**config.mk**
```make
export PLATFORM = sky130hd
export DESIGN_NAME = parking_gate_ctrl
export DESIGN_NICKNAME = d
export VERILOG_FILES = /design/src/rtl/parking_pkg.sv /design/src/rtl/slot_alloc.sv /design/src/rtl/parking_gate_ctrl.sv
export SDC_FILE = /design/constraint.sdc
export NUM_CORES = 1
export LEC_CHECK = 0
export CORE_ASPECT_RATIO = 1.2
export CORE_MARGIN = 4
export CORE_UTILIZATION = 45
export DETAILED_ROUTE_END_ITERATION = 7
export PLACE_DENSITY = 0.64
export SLEW_MARGIN = 10
export SYNTH_ARGS = -nofsm -noshare
export SYNTH_HDL_FRONTEND = slang
export SYNTH_HIERARCHICAL = 1
export SYNTH_SLANG_ARGS = --single-unit
```
**constraint.sdc**
```tcl
create_clock -name clk -period 11.7 [get_ports clk]
set_input_delay 1.17 -clock clk [delete_from_list [all_inputs] [get_ports clk]]
set_output_delay 1.17 -clock clk [all_outputs]
set_load 0.01 [all_outputs]
```
**src/rtl/parking_pkg.sv**
```systemverilog
// Shared types and defaults for the car-park gate controller.
package parking_pkg;

  localparam int unsigned NUM_SLOTS_DEF     = 15;
  localparam int unsigned CNT_W_DEF         = 4;
  localparam int unsigned GATE_OPEN_CYC_DEF = 8;
  localparam int unsigned STAT_W            = 16;

  typedef enum logic [1:0] {
    IDLE       = 2'd0,
    ENTRY_OPEN = 2'd1,
    EXIT_OPEN  = 2'd2,
    COOLDOWN   = 2'd3
  } gate_state_t;

  typedef enum logic {
    PRIO_ENTRY = 1'b0,
    PRIO_EXIT  = 1'b1
  } prio_t;

endpackage

```
**src/rtl/slot_alloc.sv**
```systemverilog
// Combinational lowest-free-slot finder and free-slot count for the car park.
module slot_alloc
  import parking_pkg::*;
#(
  parameter int unsigned NUM_SLOTS = NUM_SLOTS_DEF,
  parameter int unsigned CNT_W     = CNT_W_DEF
) (
  input  logic [NUM_SLOTS-1:0] slot_occ,
  input  logic [NUM_SLOTS-1:0] reserved,
  output logic [CNT_W-1:0]     idx,
  output logic                 any_free,
  output logic [CNT_W-1:0]     free_cnt_next
);

  logic [NUM_SLOTS-1:0] busy;
  logic [CNT_W-1:0]     used;

  assign busy = slot_occ | reserved;

  // Scan from the top so the lowest free index is the last one written.
  always_comb begin
    idx      = '0;
    any_free = 1'b0;
    used     = '0;
    for (int i = int'(NUM_SLOTS) - 1; i >= 0; i--) begin
      if (!busy[i]) begin
        idx      = CNT_W'(i);
        any_free = 1'b1;
      end else begin
        used = used + CNT_W'(1);
      end
    end
  end

  assign free_cnt_next = CNT_W'(NUM_SLOTS) - used;

endmodule

```
**src/rtl/parking_gate_ctrl.sv**
```systemverilog
// Entry/exit barrier sequencer with slot allocation for the car park.
// Optional counters of admitted and refused cars under PARK_STATS_EN.
module parking_gate_ctrl
  import parking_pkg::*;
#(
  parameter int unsigned NUM_SLOTS     = NUM_SLOTS_DEF,
  parameter int unsigned CNT_W         = CNT_W_DEF,
  parameter int unsigned GATE_OPEN_CYC = GATE_OPEN_CYC_DEF
) (
  input  logic                 clk,
  input  logic                 rst_n,
  input  logic [NUM_SLOTS-1:0] slot_occ,
  input  logic                 entry_req,
  input  logic                 exit_req,
  output logic                 entry_ack,
  output logic                 entry_deny,
  output logic                 exit_ack,
  output logic [CNT_W-1:0]     slot_id,
  output logic                 gate_in_open,
  output logic                 gate_out_open,
  output logic [CNT_W-1:0]     free_cnt,
  output logic                 full
`ifdef PARK_STATS_EN
  ,
  output logic [STAT_W-1:0]    stat_entries,
  output logic [STAT_W-1:0]    stat_denied
`endif
);

  localparam int unsigned TMR_W = $clog2(GATE_OPEN_CYC + 1);

  gate_state_t          state_q, state_d;
  prio_t                prio_q, prio_d;
  logic [TMR_W-1:0]     tmr_q, tmr_d;
  logic [NUM_SLOTS-1:0] reserved_q, reserved_d;
  logic [CNT_W-1:0]     slot_id_q, slot_id_d;
  logic                 entry_ack_q, entry_ack_d;
  logic                 entry_deny_q, entry_deny_d;
  logic                 exit_ack_q, exit_ack_d;
  logic                 gate_in_q, gate_in_d;
  logic                 gate_out_q, gate_out_d;
  logic [CNT_W-1:0]     free_cnt_q;
  logic                 full_q;

  logic [CNT_W-1:0]     alloc_idx;
  logic                 alloc_any;
  logic [CNT_W-1:0]     free_cnt_next;

  logic                 entry_live;
  logic                 both_req;
  logic                 admit;
  logic                 refuse;
  logic                 serve_exit;

  slot_alloc #(
    .NUM_SLOTS (NUM_SLOTS),
    .CNT_W     (CNT_W)
  ) u_slot_alloc (
    .slot_occ      (slot_occ),
    .reserved      (reserved_q),
    .idx           (alloc_idx),
    .any_free      (alloc_any),
    .free_cnt_next (free_cnt_next)
  );

  // A request denied last cycle sits out one cycle so the driver can withdraw it.
  assign entry_live = entry_req && !entry_deny_q;

  always_ff @(posedge clk or negedge rst_n) begin
    if (!rst_n) begin
      state_q <= IDLE;
    end else begin
      state_q <= state_d;
    end
  end

  always_comb begin
    state_d    = state_q;
    both_req   = 1'b0;
    admit      = 1'b0;
    refuse     = 1'b0;
    serve_exit = 1'b0;
    unique case (state_q)
      IDLE: begin
        both_req = entry_live && exit_req;
        if (entry_live && (!exit_req || prio_q == PRIO_ENTRY)) begin
          admit  = !full_q && alloc_any;
          refuse = !admit;
        end else if (exit_req) begin
          serve_exit = 1'b1;
        end
        if (admit) begin
          state_d = ENTRY_OPEN;
        end else if (serve_exit) begin
          state_d = EXIT_OPEN;
        end
      end
      ENTRY_OPEN, EXIT_OPEN: begin
        if (tmr_q == '0) begin
          state_d = COOLDOWN;
        end
      end
      COOLDOWN: state_d = IDLE;
      default:  state_d = IDLE;
    endcase
  end

  // Gate drive lags the ack by one edge and drops before COOLDOWN begins.
  always_comb begin
    prio_d       = prio_q;
    tmr_d        = tmr_q;
    reserved_d   = reserved_q & ~slot_occ;
    slot_id_d    = slot_id_q;
    entry_ack_d  = 1'b0;
    entry_deny_d = refuse;
    exit_ack_d   = 1'b0;
    gate_in_d    = (state_q == ENTRY_OPEN) && (tmr_q != '0);
    gate_out_d   = (state_q == EXIT_OPEN) && (tmr_q != '0);
    if ((state_q == ENTRY_OPEN || state_q == EXIT_OPEN) && tmr_q != '0) begin
      tmr_d = tmr_q - TMR_W'(1);
    end
    if (admit) begin
      reserved_d[alloc_idx] = 1'b1;
      slot_id_d             = alloc_idx;
      entry_ack_d           = 1'b1;
      tmr_d                 = TMR_W'(GATE_OPEN_CYC);
    end
    if (serve_exit) begin
      exit_ack_d = 1'b1;
      tmr_d      = TMR_W'(GATE_OPEN_CYC);
    end
    if (both_req && (admit || serve_exit)) begin
      prio_d = (prio_q == PRIO_ENTRY) ? PRIO_EXIT : PRIO_ENTRY;
    end
  end

  always_ff @(posedge clk or negedge rst_n) begin
    if (!rst_n) begin
      prio_q       <= PRIO_ENTRY;
      tmr_q        <= '0;
      reserved_q   <= '0;
      slot_id_q    <= '0;
      entry_ack_q  <= 1'b0;
      entry_deny_q <= 1'b0;
      exit_ack_q   <= 1'b0;
      gate_in_q    <= 1'b0;
      gate_out_q   <= 1'b0;
      free_cnt_q   <= CNT_W'(NUM_SLOTS);
      full_q       <= 1'b0;
    end else begin
      prio_q       <= prio_d;
      tmr_q        <= tmr_d;
      reserved_q   <= reserved_d;
      slot_id_q    <= slot_id_d;
      entry_ack_q  <= entry_ack_d;
      entry_deny_q <= entry_deny_d;
      exit_ack_q   <= exit_ack_d;
      gate_in_q    <= gate_in_d;
      gate_out_q   <= gate_out_d;
      free_cnt_q   <= free_cnt_next;
      full_q       <= (free_cnt_next == '0);
    end
  end

  assign entry_ack     = entry_ack_q;
  assign entry_deny    = entry_deny_q;
  assign exit_ack      = exit_ack_q;
  assign slot_id       = slot_id_q;
  assign gate_in_open  = gate_in_q;
  assign gate_out_open = gate_out_q;
  assign free_cnt      = free_cnt_q;
  assign full          = full_q;

`ifdef PARK_STATS_EN
  logic [STAT_W-1:0] stat_ent_q, stat_den_q;

  // Saturating event counters, updated on the same edge as the pulses.
  always_ff @(posedge clk or negedge rst_n) begin
    if (!rst_n) begin
      stat_ent_q <= '0;
      stat_den_q <= '0;
    end else begin
      if (entry_ack_d && stat_ent_q != '1) begin
        stat_ent_q <= stat_ent_q + STAT_W'(1);
      end
      if (entry_deny_d && stat_den_q != '1) begin
        stat_den_q <= stat_den_q + STAT_W'(1);
      end
    end
  end

  assign stat_entries = stat_ent_q;
  assign stat_denied  = stat_den_q;
`endif

endmodule

```
Yosys cells after proc, flatten, opt, wreduce, memory -nomap -nowiden
Cells that the tools add are included.

word-level totals
  register bits after elaboration = 36
  output and inout port bits = 14

operators by class
  add/sub/neg operators = 16
  $lt $le $gt $ge = 2
  eq/ne operators = 5
  muxes and demuxes = 68
  bitwise operators = 5
  reductions and logical operators = 23

operators with widths
  operator               count
  $mux W4                32
  $add A4 B1 Y4 const B  13
  $mux W1                30
  $or A15 B15 Y15        2
  $and A15 B15 Y15       1
  $mux W15               1
  $not A15 Y15           1
  $logic_and A1 B1 Y1    9
  $logic_not A4 Y1       2
  $mux W2                3
  $pmux W2 S3            1
  $lt A4 B5 Y1 const B   1
  $demux W1 S4           1
  $eq A2 B2 Y1 const B   2
  $ge A4 B1 Y1 const B   1
  $logic_not A1 Y1       4
  $reduce_bool A4 Y1     1
  $sub A4 B1 Y4 const B  1
  $sub A4 B4 Y4 const A  1
  $logic_or A1 B1 Y1     3
  $ne A3 B2 Y1 const B   1
  $reduce_bool A3 Y1     1
  $add A1 B1 Y2 const B  1
  $eq A2 B1 Y1 const B   1
  other kinds (5)        5

Longest topological paths before layout
Gate-level depths: netlist (run 1).

  depth after elaboration = 32
  gate-level depth with buffers = 40
  depth with buffers taken out = 40

By module
The synthesis (run 1) kept the hierarchy.

modules (own cells, without submodules)
  module             instances  cells each  area each (um^2)  sequential area each (um^2)
  slot_alloc         1          275         1868.0            0.0
  parking_gate_ctrl  1          133         1582.8            905.9

Worst setup path before layout (run 1)
No wires, ideal clock.

  path type = input port to flip-flop
  start point = input port slot_occ[14]
  end point = register full_q, in the netlist full
  library setup time = 0.101 ns
  arrival time = 8.029 ns
  required time = 11.599 ns
  setup slack = 3.570 ns
  stages = 38
  buffers on the path = 1
  cell sequence = or2_2 inv_1 ha_1 buf_4 xnor2_4 ha_1 o21ba_2 a211o_1 a21o_1 nand2_1 o21ai_0 ha_1 o21ba_2 nor3_1 a2bb2oi_1 xnor2_1 mux2_2 ha_1 (+2 left out) nor2_1 a21oi_1 ha_1 a21oi_1 a31oi_1 xnor2_1 nor2_1 a21oi_1 ha_1 nand2_1 xor2_1 xor2_1 nand3_2 or4b_1 a32oi_2 xnor2_1 xnor2_1 nor4_1

between the ends
  cells in the longest elaborated chain, start to end = 32

ends and longest elaborated chain
  item                  line                      RTL
  start, declared       parking_gate_ctrl.sv:12   input logic [NUM_SLOTS-1:0] slot_occ,
  $or A15 B15 Y15 (*)   slot_alloc.sv:18          assign busy = slot_occ | reserved;
  $mux W1 (*)           slot_alloc.sv:26          if (!busy[i]) begin
  $add A1 B1 Y2         slot_alloc.sv:30          used = used + CNT_W'(1);
  $mux W4 (*)           slot_alloc.sv:26
  $add A4 B1 Y4         slot_alloc.sv:30
  $mux W4 (*)           slot_alloc.sv:26
  $add A4 B1 Y4         slot_alloc.sv:30
  $mux W4 (*)           slot_alloc.sv:26
  (+17 left out)        -
  $mux W4 (*)           slot_alloc.sv:26
  $add A4 B1 Y4         slot_alloc.sv:30
  $mux W4 (*)           slot_alloc.sv:26
  $add A4 B1 Y4         slot_alloc.sv:30
  $mux W4 (*)           slot_alloc.sv:26
  $sub A4 B4 Y4 (*)     slot_alloc.sv:35          assign free_cnt_next = CNT_W'(NUM_SLOTS) - used;
  net free_cnt_next[3]  parking_gate_ctrl.sv:47   logic [CNT_W-1:0] free_cnt_next;
  $logic_not A4 Y1 (*)  parking_gate_ctrl.sv:161  full_q <= (free_cnt_next == '0);
  end signal, assigned  parking_gate_ctrl.sv:161
  end, declared         parking_gate_ctrl.sv:43   logic full_q;

The timed path passes the listed nets; every way through them passes the cells marked *.
A chain may end at the register's enable or synchronous reset.

Worst setup path after layout (run 1)
Ends and elaborated chain as after synthesis.

==> flow_summary.yaml, run 1 <==
setup_path:
  rrSetupSlack_ps: 3310
  cpPeakStageDelay_ps: 460
  cpLargestDelayFamily: "compound AO/OA/AOI/OAI gates"
  crit_fanout: 7
  start_kind: "input port"
  required_ps: 11880
  crit_buf_inv: 3
  critical_path_class: "input port to flip-flop"
  cp.arrival_ps: 9510
  cpMaxStageDelayCell: "clkdlybuf4s50_1"
  end_kind: "flip-flop"
  crit_path_frequent_cell: "ha_1"
hold_path:
  hold_class: "flip-flop to flip-flop"
synthesis:
  synth_area_leaders: "dfrtp_1 (23%), xnor2_1 (7.6%), ha_1 (6.9%)"
  async_flop_share_pct: 100
  netlist_area_um2: 3450
  ys_warn_count: 6
  ys.flop_type: "dfrtp_1"
  synth_area_per_cell_um2: 8.46
  synth_edf_count: 0
  synth_cells: 408
  yosys.area.top_type: "dfrtp_1"
  yosysTopAreaCellShare_pct: 23.2
  synth-seq-cells: 36
  syn_nets: 446
  seq_area_frac_synth_pct: 26.3
  synth_cell_type_count: 75
timing:
  relSlewSlack_pct: 47.2
  drv_slew: 0
  worstMarginPinSlew_ps: 792
  period_minus_slack_ps: 9330
  setup_violations: 0
  fin_worst_skew_ps: 9.97
  rsz0062_at_grt: "no"
  worst_slack_ps: 2370
  fmax_mhz: 107
  finalSetupTns_ps: 0
  hold_viol_final: 0
  post-route-period-util_pct: 79.8
  whs_ps: 510
floorplanning:
  rows: 34
  die_y_um: 104
  top_level_ports: 33
  start_util_pct: 46.9
  coreArea_um2: 7360
  dieArea_um2: 9140
  die_x_um: 87.9
clock_tree:
  path_clk_slew_ps: 70
  post_cts_resized: 0
  cts_tree: "done"
  insertion_delay_ps: 290
  clk_path_buf_depth: 2
  htree_levels: 2
  cts_setup_buffers: 0
  cts-root-buf: "clkbuf_8"
  cts_hold_buf: 0
  cts.sinks: 36
  cts_made_buffers: 5
power_and_ir_drop:
  p_leak_nw: 1.59
  finalPower_mw: 0.847
  p_per_area_nw_per_um2: 217
  ir_drop_uv: 138
routing:
  vias_per_cell: 5.92
  drt-total-wl_mm: 8.31
  drt_iter0_drc: 138
  firstDrtPassIters: 7
  routedWlPerCell_um: 15.9
  met2_length_mm: 4.07
  ant_nets: 0
  met1_length_mm: 3.73
  num_vias: 3100
  top_layer: "met4"
  drc: 0
  wl_met3_um: 375
finish:
  fin_util_pct: 52.9
  final-seq-area_um2: 906
  final_layout_size_suffix_gt1_share_pct: 12.7
  fill_cells: 685
  final_area_um2: 3890
  antennaDiodeCount: 0
  nNetsFinal: 471
  mostFrequentLayoutCells: "nor2_1 (38), dfrtp_1 (32), clkdlybuf4s50_1 (31), xnor2_1 (30), inv_1 (29)"
  areaGrowthSynthToFinish_pct: 12.9
  final_cells: 524
  multi_input_area_um2: 2360
  final_common_cell: "nor2_1"
status:
  status: "completed"
global_route:
  overflow: 0
  grt_pass1_vias: 3059
  grt_first_pass_wirelength_mm: 14.4
  grt_max_degree: 37
  antenna_found_initial: 0
  track_usage_pct: 19.1
placed_design:
  port_buffers: 32
  post-place-ws_ps: 2180
  placedCellCount: 516
  place_area_um2: 3810
  hpwl_mm: 6.54
  gp_congestion: 1.01
job:
  drv_cap: 0
logic make-up (layout without fill, tap and decap cells):
family                   count (synthesis)  after routing  synth area share [%]
AO/OA/AOI/OAI                          109            109                  21.9
adder cells (fa/ha/maj)                 19             19                  6.89
multiplexers                             7              7                  2.65
AND/OR/NAND/NOR                        146            146                  22.8
XOR/XNOR                                45             45                  14.0
flip-flops                              36             36                  26.3
buffers and inverters                   46             72                  5.47
final cells by class:
cell class	count	share of cell area, %
Clock inverter	1	0.128
Clock buffer	7	1.96
Multi-Input combinational cell	326	60.5
Inverter	31	2.99
Tap cell	90	2.89
Sequential cell	36	23.3
Timing Repair Buffer	33	8.29
routing by layer:
| layer | up-vias | GRT usage, % |
|---|---|---|
| li1 | 1536 | - |
| met1 | 1455 | 25.8 |
| met2 | 95 | 31.6 |
| met3 | 14 | 2.30 |
| met4 | 0 | 5.48 |
| met5 | - | 0 |
worst register-to-register path: cells and delay by family (launching register included):
kind                       cells  cell delay, ps
AOI/OAI and AO/OA             15            3410
xor gates and xnor gates       6            1080
adders and majority gates      7            2000
buffers and inverters          2             180
DFF                            1             400
muxes                          1             290
and+or+nand+nor                6             890
final timing paths:
kind | start | to | cells after the start
hold reg to reg | slot_id[1]$_DFFE_PN0P_ | slot_id[1]$_DFFE_PN0P_ | 1
setup / recovery | slot_occ[14] | full$_DFF_PN0_ | 38
setup reg to reg | reserved_q[14]$_DFF_PN0_ | full$_DFF_PN0_ | 37
min in group asynchronous | rst_n | tmr_q[3]$_DFFE_PN0P_ | 1
max in group asynchronous | rst_n | reserved_q[1]$_DFF_PN0_ | 1
hold / removal | slot_id[1]$_DFFE_PN0P_ | slot_id[1]$_DFFE_PN0P_ | 1
power breakdown:
part | internal (mW) | total [mW] | switching, mW
Combinational | 0.266 | 0.578 | 0.311
Clock | 0.0418 | 0.0847 | 0.0429
Sequential | 0.165 | 0.184 | 0.0188
cell usage after synthesis, types with 9 or more instances:
cell      instances
nor2_1           38
dfrtp_1          32
xnor2_1          30
inv_1            29
nand2_1          26
o21ai_0          20
ha_1             19
a21oi_1          18
o22ai_1          18
nor3_1           16
or2_2            14
nand3_1          12
clkbuf_1         10
xor2_1            9
sequential cells by signal, indices dropped and copies added (netlist names):
| register | count |
|---|---|
| tmr_q | 4 |
| entry_deny | 1 |
| prio_q | 1 |
| state_q | 2 |
| slot_id | 4 |
| gate_in_open | 1 |
| exit_ack | 1 |
| gate_out_open | 1 |
| entry_ack | 1 |
| reserved_q | 15 |
| full | 1 |
| free_cnt | 4 |
No activity file was read; power rests on OpenSTA's default activity.
==> run 2: changes to the inputs <==
PLACE_DENSITY = 0.67   (was 0.64)
clock period = 7.52 ns   (was 11.7 ns; I/O delays follow)
==> flow_summary.yaml, run 2 (synthesis gave the netlist of run 1 again) <==
finish:
  regMostFlops: "reserved_q"
  antennaDiodeCount: 0
  fin_util_pct: 64.7
  final_cells: 595
  areaGrowthSynthToFinish_pct: 38.0
  final_layout_size_suffix_gt1_share_pct: 33.5
  final_common_cell: "buf_4"
  nNetsFinal: 542
  largest_reg_flops: 15
  final_area_um2: 4760
  mostFrequentLayoutCells: "buf_4 (70), nor2_1 (37), dfrtp_1 (32), clkdlybuf4s50_1 (28), inv_1 (26)"
global_route:
  antenna_found_initial: 0
  grt_pass1_vias: 3383
  track_usage_pct: 20.3
  use_met3_pct: 2.54
  grtUsageMet2_pct: 36.2
  met1_usage_pct: 25.0
  grt_first_pass_wirelength_mm: 15.4
  grt_max_degree: 37
  overflow: 0
  grt_most_used_layer: "met2"
timing:
  setup_violations: 0
  rsz0062_at_grt: "yes"
  worst_slack_ps: 128
  post-route-period-util_pct: 98.3
  finalSetupTns_ps: 0
  period_minus_slack_ps: 7390
  drv_slew: 0
  fin_worst_skew_ps: 4.62
  hold_viol_final: 0
  fmax_mhz: 135
  worstMarginPinSlew_ps: 870
  whs_ps: 523
  relSlewSlack_pct: 41.8
routing:
  num_vias: 3429
  drt_iter0_drc: 177
  drc: 0
  drt-total-wl_mm: 9.48
  firstDrtPassIters: 4
  vias_per_cell: 5.76
  ant_nets: 0
  routedWlPerCell_um: 15.9
placed_design:
  post-place-ws_ps: -803
  place_area_um2: 4250
  placedCellCount: 568
  gp_congestion: 0.886
  port_buffers: 32
  hpwl_mm: 7.04
setup_path:
  start_kind: "input port"
  crit_path_frequent_cell: "xnor2_2"
  rrSetupSlack_ps: 270
  cp.arrival_ps: 7580
  r2r_end: "full$_DFF_PN0_"
  critical_path_class: "input port to flip-flop"
  end_kind: "flip-flop"
  cpPeakStageDelay_ps: 500
  required_ps: 7700
  cpMaxStageDelayCell: "or4b_4"
  rr_worst_depth: 38
  crit_fanout: 3
  r2r-start: "reserved_q[14]$_DFF_PN0_"
clock_tree:
  clk_path_buf_depth: 2
  cts_made_buffers: 5
  cts.sinks: 36
  cts-root-buf: "clkbuf_8"
  cts_tree: "done"
  insertion_delay_ps: 290
  htree_levels: 2
  cts_hold_buf: 0
  path_clk_slew_ps: 70
floorplanning:
  rows: 34
  dieArea_um2: 9140
  top_level_ports: 33
  die_x_um: 87.9
  die_y_um: 104
  start_util_pct: 46.9
  coreArea_um2: 7360
power_and_ir_drop:
  p_per_area_nw_per_um2: 384
  power.share.combinational_pct: 76.5
  finalPower_mw: 1.83
  power.internal_mw: 1.09
  swShare_pct: 40.2
  p_sw_mw: 0.736
  ir_drop_uv: 347
  seq_power_share_pct: 15.7
  clkPwrFrac_pct: 7.8
  p_leak_nw: 2.02
hold_path:
  holdPathStages: 1
  hold_class: "flip-flop to flip-flop"
  hold-path-endpoint: "slot_id[0]$_DFFE_PN0P_"
  min_from: "slot_id[0]$_DFFE_PN0P_"
status:
  status: "completed"
job:
  drv_cap: 0
[run 2: cell type report]
cell class,count,area (µm²)
clock buffer,8,90.1
fill,610,2600
inverter,31,119
timing repair buffer,104,862
multi-input combinational,326,2670
sequential,36,906
tap,90,113
[run 2: repair_timing]
| action | in CTS | in global routing |
|---|---|---|
| gates resized for setup | 20 | 44 |
| endpoints found under the hold margin | 0 | 0 |
| buffers inserted | 11 | 8 |
| pin swaps | 24 | 31 |
| setup endpoints to repair | 4 | 4 |
[run 2: how the worst max path moves through the flow]
| stage | from | to | slack [ps] | cells after the start |
|---|---|---|---|---|
| 2_1_floorplan | slot_occ[14] | full$_DFF_PN0_ | 20 | 38 |
| 6_report | slot_occ[14] | full$_DFF_PN0_ | 130 | 39 |
| 4_1_cts | slot_occ[14] | full$_DFF_PN0_ | 10 | 39 |
| 3_3_place_gp | slot_occ[14] | full$_DFF_PN0_ | -670 | 39 |
| 5_1_grt | slot_occ[14] | full$_DFF_PN0_ | -290 | 39 |
| 3_5_place_dp | slot_occ[14] | full$_DFF_PN0_ | -800 | 39 |
[run 2: routing by layer]
layer	up-vias	part of all wire (%)
met5	-	0
met4	0	2.3
met3	22	3.8
met2	85	52
met1	1649	42
li1	1673	-
[run 2: worst max-delay path, delay by kind of cell]
family                   cells  cell delay (ps)
AO/OA/AOI/OAI               13             1970
AND/OR/NAND/NOR             10             1750
adder cells (fa/ha/maj)      6             1550
XOR/XNOR                     7             1010
multiplexers                 1              290
buffers and inverters        2              220
[run 2: power groups by stage]
stage / sequential (mW) / clock [mW] / combinational [mW]
floorplan: 0.299 / 0 / 0.703
global placement: 0.289 / 0 / 1.10
detailed placement: 0.291 / 0 / 1.13
CTS: 0.288 / 0.146 / 1.24
global route: 0.294 / 0.153 / 1.52
finish: 0.288 / 0.142 / 1.40
